### src/rtl/cu_pkg.sv
// Shared types and encodings for the multicycle control unit: FSM states,
// ALU control codes, data-processing cmd codes, condition codes, Op classes.
package cu_pkg;

   typedef enum logic [3:0] {
      S_FETCH,
      S_DECODE,
      S_MEMADR,
      S_MEMRD,
      S_MEMWB,
      S_MEMWR,
      S_EXECUTER,
      S_EXECUTEI,
      S_ALUWB,
      S_BRANCH
   } state_t;

   localparam logic [2:0] ALU_ADD = 3'b000;
   localparam logic [2:0] ALU_SUB = 3'b001;
   localparam logic [2:0] ALU_AND = 3'b010;
   localparam logic [2:0] ALU_ORR = 3'b011;
   localparam logic [2:0] ALU_EOR = 3'b100;
   localparam logic [2:0] ALU_MOV = 3'b101;

   localparam logic [3:0] CMD_AND = 4'b0000;
   localparam logic [3:0] CMD_EOR = 4'b0001;
   localparam logic [3:0] CMD_SUB = 4'b0010;
   localparam logic [3:0] CMD_ADD = 4'b0100;
   localparam logic [3:0] CMD_CMP = 4'b1010;
   localparam logic [3:0] CMD_ORR = 4'b1100;
   localparam logic [3:0] CMD_MOV = 4'b1101;

   localparam logic [3:0] COND_EQ = 4'b0000;
   localparam logic [3:0] COND_NE = 4'b0001;
   localparam logic [3:0] COND_CS = 4'b0010;
   localparam logic [3:0] COND_CC = 4'b0011;
   localparam logic [3:0] COND_MI = 4'b0100;
   localparam logic [3:0] COND_PL = 4'b0101;
   localparam logic [3:0] COND_VS = 4'b0110;
   localparam logic [3:0] COND_VC = 4'b0111;
   localparam logic [3:0] COND_HI = 4'b1000;
   localparam logic [3:0] COND_LS = 4'b1001;
   localparam logic [3:0] COND_GE = 4'b1010;
   localparam logic [3:0] COND_LT = 4'b1011;
   localparam logic [3:0] COND_GT = 4'b1100;
   localparam logic [3:0] COND_LE = 4'b1101;
   localparam logic [3:0] COND_AL = 4'b1110;
   localparam logic [3:0] COND_NV = 4'b1111;

   localparam logic [1:0] OP_DP  = 2'b00;
   localparam logic [1:0] OP_MEM = 2'b01;
   localparam logic [1:0] OP_BR  = 2'b10;
   localparam logic [1:0] OP_ILL = 2'b11;

   typedef struct packed {
      logic [2:0] alu;
      logic       nowrite;
      logic       nop;
      logic [1:0] flagw;
   } dp_dec_t;

   // Unrecognised cmds become an ADD that writes neither registers nor flags.
   function automatic dp_dec_t decode_cmd(input logic [3:0] cmd, input logic s);
      dp_dec_t d;
      d.alu     = ALU_ADD;
      d.nowrite = 1'b0;
      d.nop     = 1'b0;
      case (cmd)
         CMD_ADD: d.alu = ALU_ADD;
         CMD_SUB: d.alu = ALU_SUB;
         CMD_AND: d.alu = ALU_AND;
         CMD_ORR: d.alu = ALU_ORR;
         CMD_EOR: d.alu = ALU_EOR;
         CMD_MOV: d.alu = ALU_MOV;
         CMD_CMP: begin
            d.alu     = ALU_SUB;
            d.nowrite = 1'b1;
         end
         default: d.nop = 1'b1;
      endcase
      d.flagw[1] = s & ~d.nop;
      d.flagw[0] = s & ((cmd == CMD_ADD) | (cmd == CMD_SUB) | (cmd == CMD_CMP));
      return d;
   endfunction

endpackage

### src/rtl/multicycle_control_unit_cond_check.sv
// Combinational ARM condition evaluation of Cond against the {N,Z,C,V} flags.
// Cond=1111 never executes.
module cond_check
   import cu_pkg::*;
(
   input  logic [3:0] cond,
   input  logic [3:0] flags,
   output logic       condex
);

   logic n, z, c, v;
   assign {n, z, c, v} = flags;

   always_comb begin
      condex = 1'b0;
      case (cond)
         COND_EQ: condex = z;
         COND_NE: condex = ~z;
         COND_CS: condex = c;
         COND_CC: condex = ~c;
         COND_MI: condex = n;
         COND_PL: condex = ~n;
         COND_VS: condex = v;
         COND_VC: condex = ~v;
         COND_HI: condex = c & ~z;
         COND_LS: condex = ~c | z;
         COND_GE: condex = (n == v);
         COND_LT: condex = (n != v);
         COND_GT: condex = ~z & (n == v);
         COND_LE: condex = z | (n != v);
         COND_AL: condex = 1'b1;
         COND_NV: condex = 1'b0;
         default: condex = 1'b0;
      endcase
   end

endmodule

### src/rtl/multicycle_control_unit.sv
// Moore-style FSM sequencing the multicycle ARM-subset datapath; owns NZCV
// flags and the per-instruction condition latch. Memory states optionally wait on MemReady.
module multicycle_control_unit
   import cu_pkg::*;
#(
   parameter bit         MEM_HANDSHAKE = 1'b0,
   parameter logic [3:0] FLAGS_RESET   = 4'b0000
)(
   input  logic       clk,
   input  logic       rst,
   input  logic [3:0] Rd,
   input  logic [1:0] Op,
   input  logic [5:0] Funct,
   input  logic [3:0] Cond,
   input  logic [3:0] ALUFlags,
   input  logic       MemReady,
   output logic       PCWrite,
   output logic       AdrSrc,
   output logic       MemWrite,
   output logic       IRWrite,
   output logic       RegWrite,
   output logic       ALUSrcA,
   output logic [1:0] ResultSrc,
   output logic [1:0] ALUSrcB,
   output logic [1:0] ImmSrc,
   output logic [1:0] RegSrc,
   output logic [2:0] ALUControl,
   output logic       Illegal,
   output logic [3:0] Flags
);

   state_t     state;
   logic [3:0] flags_q;
   logic       condexreg;
   logic       condex;
   logic       mem_go;
   logic       rd_pc;
   dp_dec_t    dec;

   assign mem_go = ~MEM_HANDSHAKE | MemReady;
   assign rd_pc  = (Rd == 4'd15);
   assign dec    = decode_cmd(Funct[4:1], Funct[0]);
   assign Flags  = flags_q;

   cond_check u_cond_check (
      .cond   (Cond),
      .flags  (flags_q),
      .condex (condex)
   );

   always_ff @(posedge clk or posedge rst) begin
      if (rst) begin
         state     <= S_FETCH;
         flags_q   <= FLAGS_RESET;
         condexreg <= 1'b0;
      end else begin
         case (state)
            S_FETCH:  if (mem_go) state <= S_DECODE;
            S_DECODE: begin
               condexreg <= condex;
               case (Op)
                  OP_MEM:  state <= S_MEMADR;
                  OP_DP:   state <= Funct[5] ? S_EXECUTEI : S_EXECUTER;
                  OP_BR:   state <= S_BRANCH;
                  default: state <= S_FETCH;
               endcase
            end
            S_MEMADR: state <= Funct[0] ? S_MEMRD : S_MEMWR;
            S_MEMRD:  if (mem_go) state <= S_MEMWB;
            S_MEMWR:  if (mem_go) state <= S_FETCH;
            S_EXECUTER, S_EXECUTEI: begin
               // Flags see this instruction's ALU result only if it executes.
               if (condexreg && dec.flagw[1]) flags_q[3:2] <= ALUFlags[3:2];
               if (condexreg && dec.flagw[0]) flags_q[1:0] <= ALUFlags[1:0];
               state <= dec.nowrite ? S_FETCH : S_ALUWB;
            end
            S_MEMWB, S_ALUWB, S_BRANCH: state <= S_FETCH;
            default: state <= S_FETCH;
         endcase
      end
   end

   always_comb begin
      PCWrite    = 1'b0;
      AdrSrc     = 1'b0;
      MemWrite   = 1'b0;
      IRWrite    = 1'b0;
      RegWrite   = 1'b0;
      ALUSrcA    = 1'b0;
      ResultSrc  = 2'b00;
      ALUSrcB    = 2'b00;
      ALUControl = ALU_ADD;
      Illegal    = 1'b0;
      ImmSrc     = Op;
      RegSrc     = {Op == OP_MEM, Op == OP_BR};
      case (state)
         S_FETCH: begin
            ALUSrcA   = 1'b1;
            ALUSrcB   = 2'b10;
            ResultSrc = 2'b10;
            IRWrite   = mem_go;
            PCWrite   = mem_go;
         end
         S_DECODE: begin
            ALUSrcA   = 1'b1;
            ALUSrcB   = 2'b10;
            ResultSrc = 2'b10;
            Illegal   = (Op == OP_ILL);
         end
         S_MEMADR: begin
            ALUSrcB    = 2'b01;
            ALUControl = Funct[3] ? ALU_ADD : ALU_SUB;
         end
         S_MEMRD: AdrSrc = 1'b1;
         S_MEMWR: begin
            AdrSrc   = 1'b1;
            MemWrite = condexreg & mem_go;
         end
         S_MEMWB: begin
            ResultSrc = 2'b01;
            RegWrite  = condexreg;
            PCWrite   = condexreg & rd_pc;
         end
         S_EXECUTER: ALUControl = dec.alu;
         S_EXECUTEI: begin
            ALUSrcB    = 2'b01;
            ALUControl = dec.alu;
         end
         S_ALUWB: begin
            RegWrite = condexreg & ~dec.nop;
            PCWrite  = condexreg & rd_pc & ~dec.nop;
         end
         S_BRANCH: begin
            ALUSrcB   = 2'b01;
            ResultSrc = 2'b10;
            PCWrite   = condexreg;
         end
         default: ;
      endcase
      // Reset is asynchronous, so enables are also blocked combinationally.
      if (rst) begin
         PCWrite  = 1'b0;
         IRWrite  = 1'b0;
         MemWrite = 1'b0;
         RegWrite = 1'b0;
      end
   end

endmodule

### config.mk
export PLATFORM = sky130hd
export DESIGN_NAME = multicycle_control_unit
export DESIGN_NICKNAME = d
export VERILOG_FILES = /design/src/rtl/cu_pkg.sv /design/src/rtl/multicycle_control_unit_cond_check.sv /design/src/rtl/multicycle_control_unit.sv
export SDC_FILE = /design/constraint.sdc
export NUM_CORES = 1
export LEC_CHECK = 0
export CAP_MARGIN = 20
export CELL_PAD_IN_SITES_DETAIL_PLACEMENT = 0
export CELL_PAD_IN_SITES_GLOBAL_PLACEMENT = 1
export CORE_MARGIN = 2
export CORE_UTILIZATION = 30
export DETAILED_ROUTE_END_ITERATION = 8
export MAX_ROUTING_LAYER = met4
export PLACE_DENSITY_LB_ADDON = 0.1
export REMOVE_ABC_BUFFERS = 1
export SLEW_MARGIN = 20
export SYNTH_ARGS = -nofsm -noshare
export SYNTH_HDL_FRONTEND = slang
export SYNTH_HIERARCHICAL = 1
export SYNTH_SLANG_ARGS = --single-unit
### constraint.sdc
create_clock -name clk -period 3.3 [get_ports clk]
set_input_delay 0.33 -clock clk [delete_from_list [all_inputs] [get_ports clk]]
set_output_delay 0.33 -clock clk [all_outputs]
set_load 0.005 [all_outputs]
# ---- Word-level counts from Yosys, hierarchy flattened
# Cells that the tools add are included.
dict set report op_classes {
  eq_ne 36
  n_mux 23
  n_bitwise 15
  n_reduce_logical 15
}
# cell count
set op_table {}
lappend op_table {{equality test 4 bit (second input constant)} 14}
lappend op_table {{equality test 4 x 3 -> 1 bit (second input constant)} 9}
lappend op_table {{equality test 4 x 2 -> 1 bit (second input constant)} 5}
lappend op_table {{one-hot mux 4 bit (5 select lines)} 1}
lappend op_table {{one-hot mux 1 bit (16 select lines)} 1}
lappend op_table {{one-hot mux 3 bit (5 select lines)} 1}
lappend op_table {{equality test 4 x 1 -> 1 bit (second input constant)} 3}
lappend op_table {{zero test 4 bit} 3}
lappend op_table {{2-to-1 mux 1 bit} 12}
lappend op_table {{one-hot mux 4 bit (3 select lines)} 1}
lappend op_table {{one-hot mux 2 bit (2 select lines)} 2}
lappend op_table {{OR reduction 2 bit} 4}
lappend op_table {{AND 1 bit} 7}
lappend op_table {{OR reduction 7 bit} 1}
lappend op_table {{one-hot mux 3 bit (2 select lines)} 1}
lappend op_table {{OR reduction 3 bit} 2}
lappend op_table {{equality test 2 bit (second input constant)} 2}
lappend op_table {{2-to-1 mux 4 bit} 1}
lappend op_table {{NOT 1 bit} 4}
lappend op_table {{OR 1 bit} 4}
lappend op_table {{one-hot mux 1 bit (4 select lines)} 1}
lappend op_table {{AND reduction 2 bit} 2}
lappend op_table {{2-to-1 mux 3 bit} 1}
lappend op_table {{equality test 2 x 1 -> 1 bit (second input constant)} 1}
lappend op_table {{5 further kinds} 6}
dict set report totals {
  reg_bits 9
  input_bits 23
}

# ---- Depth between registers and ports, before layout
dict set report depth {
  word_depth 6
  depth_mapped 7
  mapped_depth_nobuf 6
}

# ---- By module
# Netlist, hierarchy kept.
# module instances cells_per_inst area_per_inst_um2
set by_module_without_submodules {}
lappend by_module_without_submodules {multicycle_control_unit 1 91 747.0}
lappend by_module_without_submodules {cond_check 1 23 155.1}

# ---- Worst setup path after synthesis
# No wires, ideal clock.
dict set report synth_path {
  path_kind {input to register}
  start {in Cond[1]}
  end {reg condexreg}
  t_arrival_ns 1.468
  required_time_ns 3.172
  setup_slack_ns 1.704
  cell_stages 6
  n_path_buf 1
  path_cell_list {clkbuf_1 -> mux2i_1 -> xnor2_1 -> a311oi_1 -> o22ai_1 -> mux2_1}
}
dict set report synth_via {
  elab_chain_cells 2
  word_cells_on_any_way 17
  cone_classes {15 x eq/ne; 1 x mux; 1 x reduce/logical}
}
# element line_no
set synth_lines {}
lappend synth_lines {{start: declaration} multicycle_control_unit.sv:14} ;# input logic [3:0] Cond,
lappend synth_lines {{equality test 4 bit (tied with other cells)} multicycle_control_unit_cond_check.sv:16} ;# case (cond)
lappend synth_lines {{one-hot mux 1 bit (16 select lines) (*)} multicycle_control_unit_cond_check.sv:16}
lappend synth_lines {{via condex} multicycle_control_unit.sv:35} ;# logic condex;
lappend synth_lines {{end signal: assignment} multicycle_control_unit.sv:60} ;# condexreg <= condex;
lappend synth_lines {{end: declaration} multicycle_control_unit.sv:34} ;# logic condexreg;
# Mark *: on every way through the listed nets, which the timed path passes. The rest lies on a longest branch.
# A chain may end at the register's enable or synchronous reset.

# ---- Worst setup path after layout
dict set report layout_path {
  start {in Funct[3]}
  end {out PCWrite}
}
dict set report layout_via {
  elab_chain_cells 5
  word_cells_on_any_way 11
  cone_classes {6 x eq/ne; 2 x mux; 1 x bitwise; 2 x reduce/logical}
}
# element line_no
set layout_lines {}
lappend layout_lines {{start: declaration} multicycle_control_unit.sv:13} ;# input logic [5:0] Funct,
lappend layout_lines {{equality test 4 x 3 -> 1 bit (tied with other cells)} cu_pkg.sv:68} ;# case (cmd)
lappend layout_lines {{OR reduction 7 bit (no source line) (*)} --}
lappend layout_lines {{AND 1 bit (*)} multicycle_control_unit.sv:131} ;# PCWrite = condexreg & rd_pc & ~dec.nop;
lappend layout_lines {{one-hot mux 1 bit (4 select lines) (*)} multicycle_control_unit.sv:96} ;# case (state)
lappend layout_lines {{2-to-1 mux 1 bit (*)} multicycle_control_unit.sv:141} ;# if (rst) begin
lappend layout_lines {{end: declaration} multicycle_control_unit.sv:17} ;# output logic PCWrite,
# Mark *: on every way between the ends. The rest lies on a longest branch, timed or not.

==> qor.csv <==
stage;metric;value;unit
grt;largest net degree at the start of global routing;16;
power;maximum vdd drop;0.0001704;V
power;Power Density;590.3;mW/mm^2
cells_and_area;Sequential cell area;225.2;um^2
sta;Worst Tran Pin Value;427.9;ps
clock_tree;post-CTS setup buffers;0;
cells_and_area;fin cells;182;
sta;Setup Viol. Count Final;0;
setup_path;Crit Path Max Fanout;7;
logic_synthesis;EDFF count, synth;0;
setup_path;worst path cell trace;clkdlybuf4s50_1 -> xor2_1 -> o22ai_2 -> a31oi_1 -> o31ai_1 -> clkdlybuf4s50_1;
placement;RePlAce Congestion;0.7515;
setup_path;CP required;2970;ps
setup_path;CP dominant cell by count;clkdlybuf4s50_1;
floorplanning;Placeable Area;0.002805;mm^2
placement;dpl ws;695.1;ps
sta;Sum Neg Setup Slack;0;ps
logic_synthesis;Warnings, synthesis;6;
cells_and_area;fill count;308;
job;Max-Cap Viols;0;
sta;Final Hold Viols;0;
hold_path;HP Class;input pin to asynchronous set/reset pin;
clock_tree;hold buffer count at cts;0;
grt;met3 usage;0.03956;
sta;Peak Freq;385.4;MHz
sta;clk_skew;7.898;ps
setup_path;Crit Path Class;input pin to primary output;
cells_and_area;Multi-input gate area;584.3;um^2
setup_path;Critical Path AT;2270;ps
setup_path;worst r2r src;Flags[3]$_DFFE_PP0P_;
logic_synthesis;Synth Cell Area;902.1;um^2
sta;min cycle time layout;2595;ps
clock_tree;clk root buf;clkbuf_4;
floorplanning;initial core utilization;0.3216;
setup_path;FF-to-FF path depth;6;
setup_path;Crit. End Element;primary output;
drt;drt pass-1 iters;6;
cells_and_area;Finished Cell Area;0.001339;mm^2
logic_synthesis;#FFs+latches synth;9;
setup_path;CP startpoint kind;input pin;
drt;WL final;2442;um
drt;WL/cell;13.42;um
cells_and_area;layout cell share with drive strength beyond 1;0.07947;
logic_synthesis;Seq/Total Area, Yosys;0.2497;
clock_tree;cts bufs inserted;3;
placement;placed inst area;0.001313;mm^2
floorplanning;die area;0.003462;mm^2
setup_path;R2R Setup Slk;1570;ps
placement;IO Port Bufs;43;
grt;GRT Util Overall;0.1639;
logic_synthesis;FFs w/ async S/R, synth;1.000;
setup_path;crit path capture;PCWrite;
logic_synthesis;ys flop type;dfrtp_1;
floorplanning;Die Width;58.84;um
drt;Iteration-0 DRC Markers;78;
grt;number of global-route vias before repair;927;
clock_tree;clock-pin slew on the worst setup and hold paths;60;ps
outcome;outcome;finished, violations left;
clock_tree;Worst-Skew Late Latency;260;ps
sta;RSZ-0062 raised after global routing;no;
grt;GRT busiest layer;met2;
grt;grt ovf;0;
sta;max-slew violations;0;
logic_synthesis;Cells after Synth;114;
clock_tree;CTS H-Tree Depth;1;
clock_tree;CTS resizes;0;
placement;Cells after DPL;178;
cells_and_area;# diodes;0;
grt;grt met1 use;0.2120;
setup_path;max incr delay on CP;530;ps
power;P_leak;0.5347;nW
clock_tree;Longest Clk Path Bufs;2;
drt;Final ANT Viol Nets;0;
drt;Vias/cell;5.220;
clock_tree;clock sinks;9;
grt;grt met2 use;0.2492;
setup_path;RR Endpoint;condexreg$_DFFE_PP0P_;
logic_synthesis;Netlist cell types;44;
sta;final worst slack;705.0;ps
logic_synthesis;Synth Area per Inst;7.913;um^2
floorplanning;IO Count;45;
floorplanning;FP Rows;19;
floorplanning;die height;58.84;um
drt;via count;950;
grt;initial antenna violation count;0;
placement;post-DP HPWL;1880;um
setup_path;critical path startpoint;Funct[3];
sta;period utilization;0.7864;
cells_and_area;final core occ;0.4773;
setup_path;Slowest cell on crit path;clkdlybuf4s50_1;
cells_and_area;Area growth, synth to finish;48.40;%
drt;# DRC;4;
grt;global-route wire length before repair;4209;um
outcome;failing checks;design-rule violations;
cells_and_area;final net count;175;
sta;relative slew slack;0.7147;
clock_tree;CTS tree;built;
worst min-delay path by stage:
stage | endpoint | cells after the start
floorplan | Flags[0]$_DFFE_PP0P_ | 1
global placement | Flags[0]$_DFFE_PP0P_ | 1
detailed placement | Flags[0]$_DFFE_PP0P_ | 1
CTS | state[0]$_DFF_PP0_ | 3
global route | condexreg$_DFFE_PP0P_ | 3
finish | state[1]$_DFF_PP0_ | 3
logic make-up (layout without fill, tap and decap cells):
kind of cell	count (synthesis)	in the layout	share of synthesized area
XOR/XNOR	7	7	0.06796
flip-flops	9	9	0.2497
AND/OR/NAND/NOR	47	47	0.2926
buffers and inverters	18	55	0.1026
multiplexers	6	6	0.08183
AO/OA/AOI/OAI	27	27	0.2053
cell type report:
class	count	share of cell area
clock buffers	4	0.01963
inverters	7	0.01963
multi-input cells	87	0.4364
flip-flops and latches	9	0.1682
well taps	31	0.02897
repair buffers	44	0.3271
metrics by stage:
stage | hold WS [ps] | power (mW)
finish | 391.9 | 0.7903
global route | 415.9 | 0.8757
global placement | 543.5 | 0.7010
CTS | 386.6 | 0.8008
floorplan | 182.4 | 0.4579
detailed placement | 569.0 | 0.7111
synth_stat cells, types with 3 or more instances:
| cell type | instances | area share |
|---|---|---|
| a21oi_1 | 7 | 0.039 |
| mux2_1 | 3 | 0.037 |
| xnor2_1 | 3 | 0.029 |
| xor2_1 | 4 | 0.039 |
| inv_1 | 6 | 0.025 |
| nand2b_1 | 4 | 0.028 |
| o21ai_0 | 4 | 0.022 |
| nor3_1 | 5 | 0.028 |
| nand4_1 | 3 | 0.021 |
| clkbuf_1 | 3 | 0.012 |
| nor2b_1 | 3 | 0.021 |
| nand2_1 | 5 | 0.021 |
| dfrtp_1 | 9 | 0.25 |
| buf_4 | 4 | 0.033 |
| nor2_1 | 15 | 0.062 |
| a31oi_1 | 3 | 0.021 |
critical path, delay by kind of cell:
kind                      cells  cell delay, ps
buffers and inverters         2            1060
AOI/OAI and AO/OA             3             640
xor gates and xnor gates      1             230
power breakdown:
| part | leakage (nW) | internal (mW) | total, mW | switching (mW) |
|---|---|---|---|---|
| clock network | 0.0150 | 0.0466 | 0.0849 | 0.0383 |
| registers | 0.119 | 0.148 | 0.244 | 0.0953 |
| logic | 0.401 | 0.268 | 0.462 | 0.194 |
cells in the final DEF, fill, tap and decap left out, drive strengths merged:
cell / count
nor4b: 1
clkbuf: 4
o22a: 1
nand4: 3
and3b: 1
nor2: 15
nand2: 5
a31oi: 3
a311oi: 2
o41ai: 1
o31ai: 1
nand2b: 5
o22ai: 2
o21ai: 5
nor2b: 3
dfrtp: 9
nand4b: 1
a211oi: 2
nand3: 2
a2111oi: 1
nor3b: 1
mux2i: 1
nor4: 1
nor3: 6
o2111a: 1
xnor2: 3
inv: 7
a21oi: 7
xor2: 4
buf: 1
a2bb2oi: 1
or2: 1
clkdlybuf4s50: 43
mux2: 5
and3: 2
metal layers:
metal	wire, um	vias to the layer above
met3	170	4
li1	-	480
met5	0	-
met4	34	0
met2	1109	34
met1	1127	432
registers in the layout, summed over array words and instances, names as in the netlist:
name	flops
Flags	4
condexreg	1
state	4
Power figures use the tool's default switching activity.
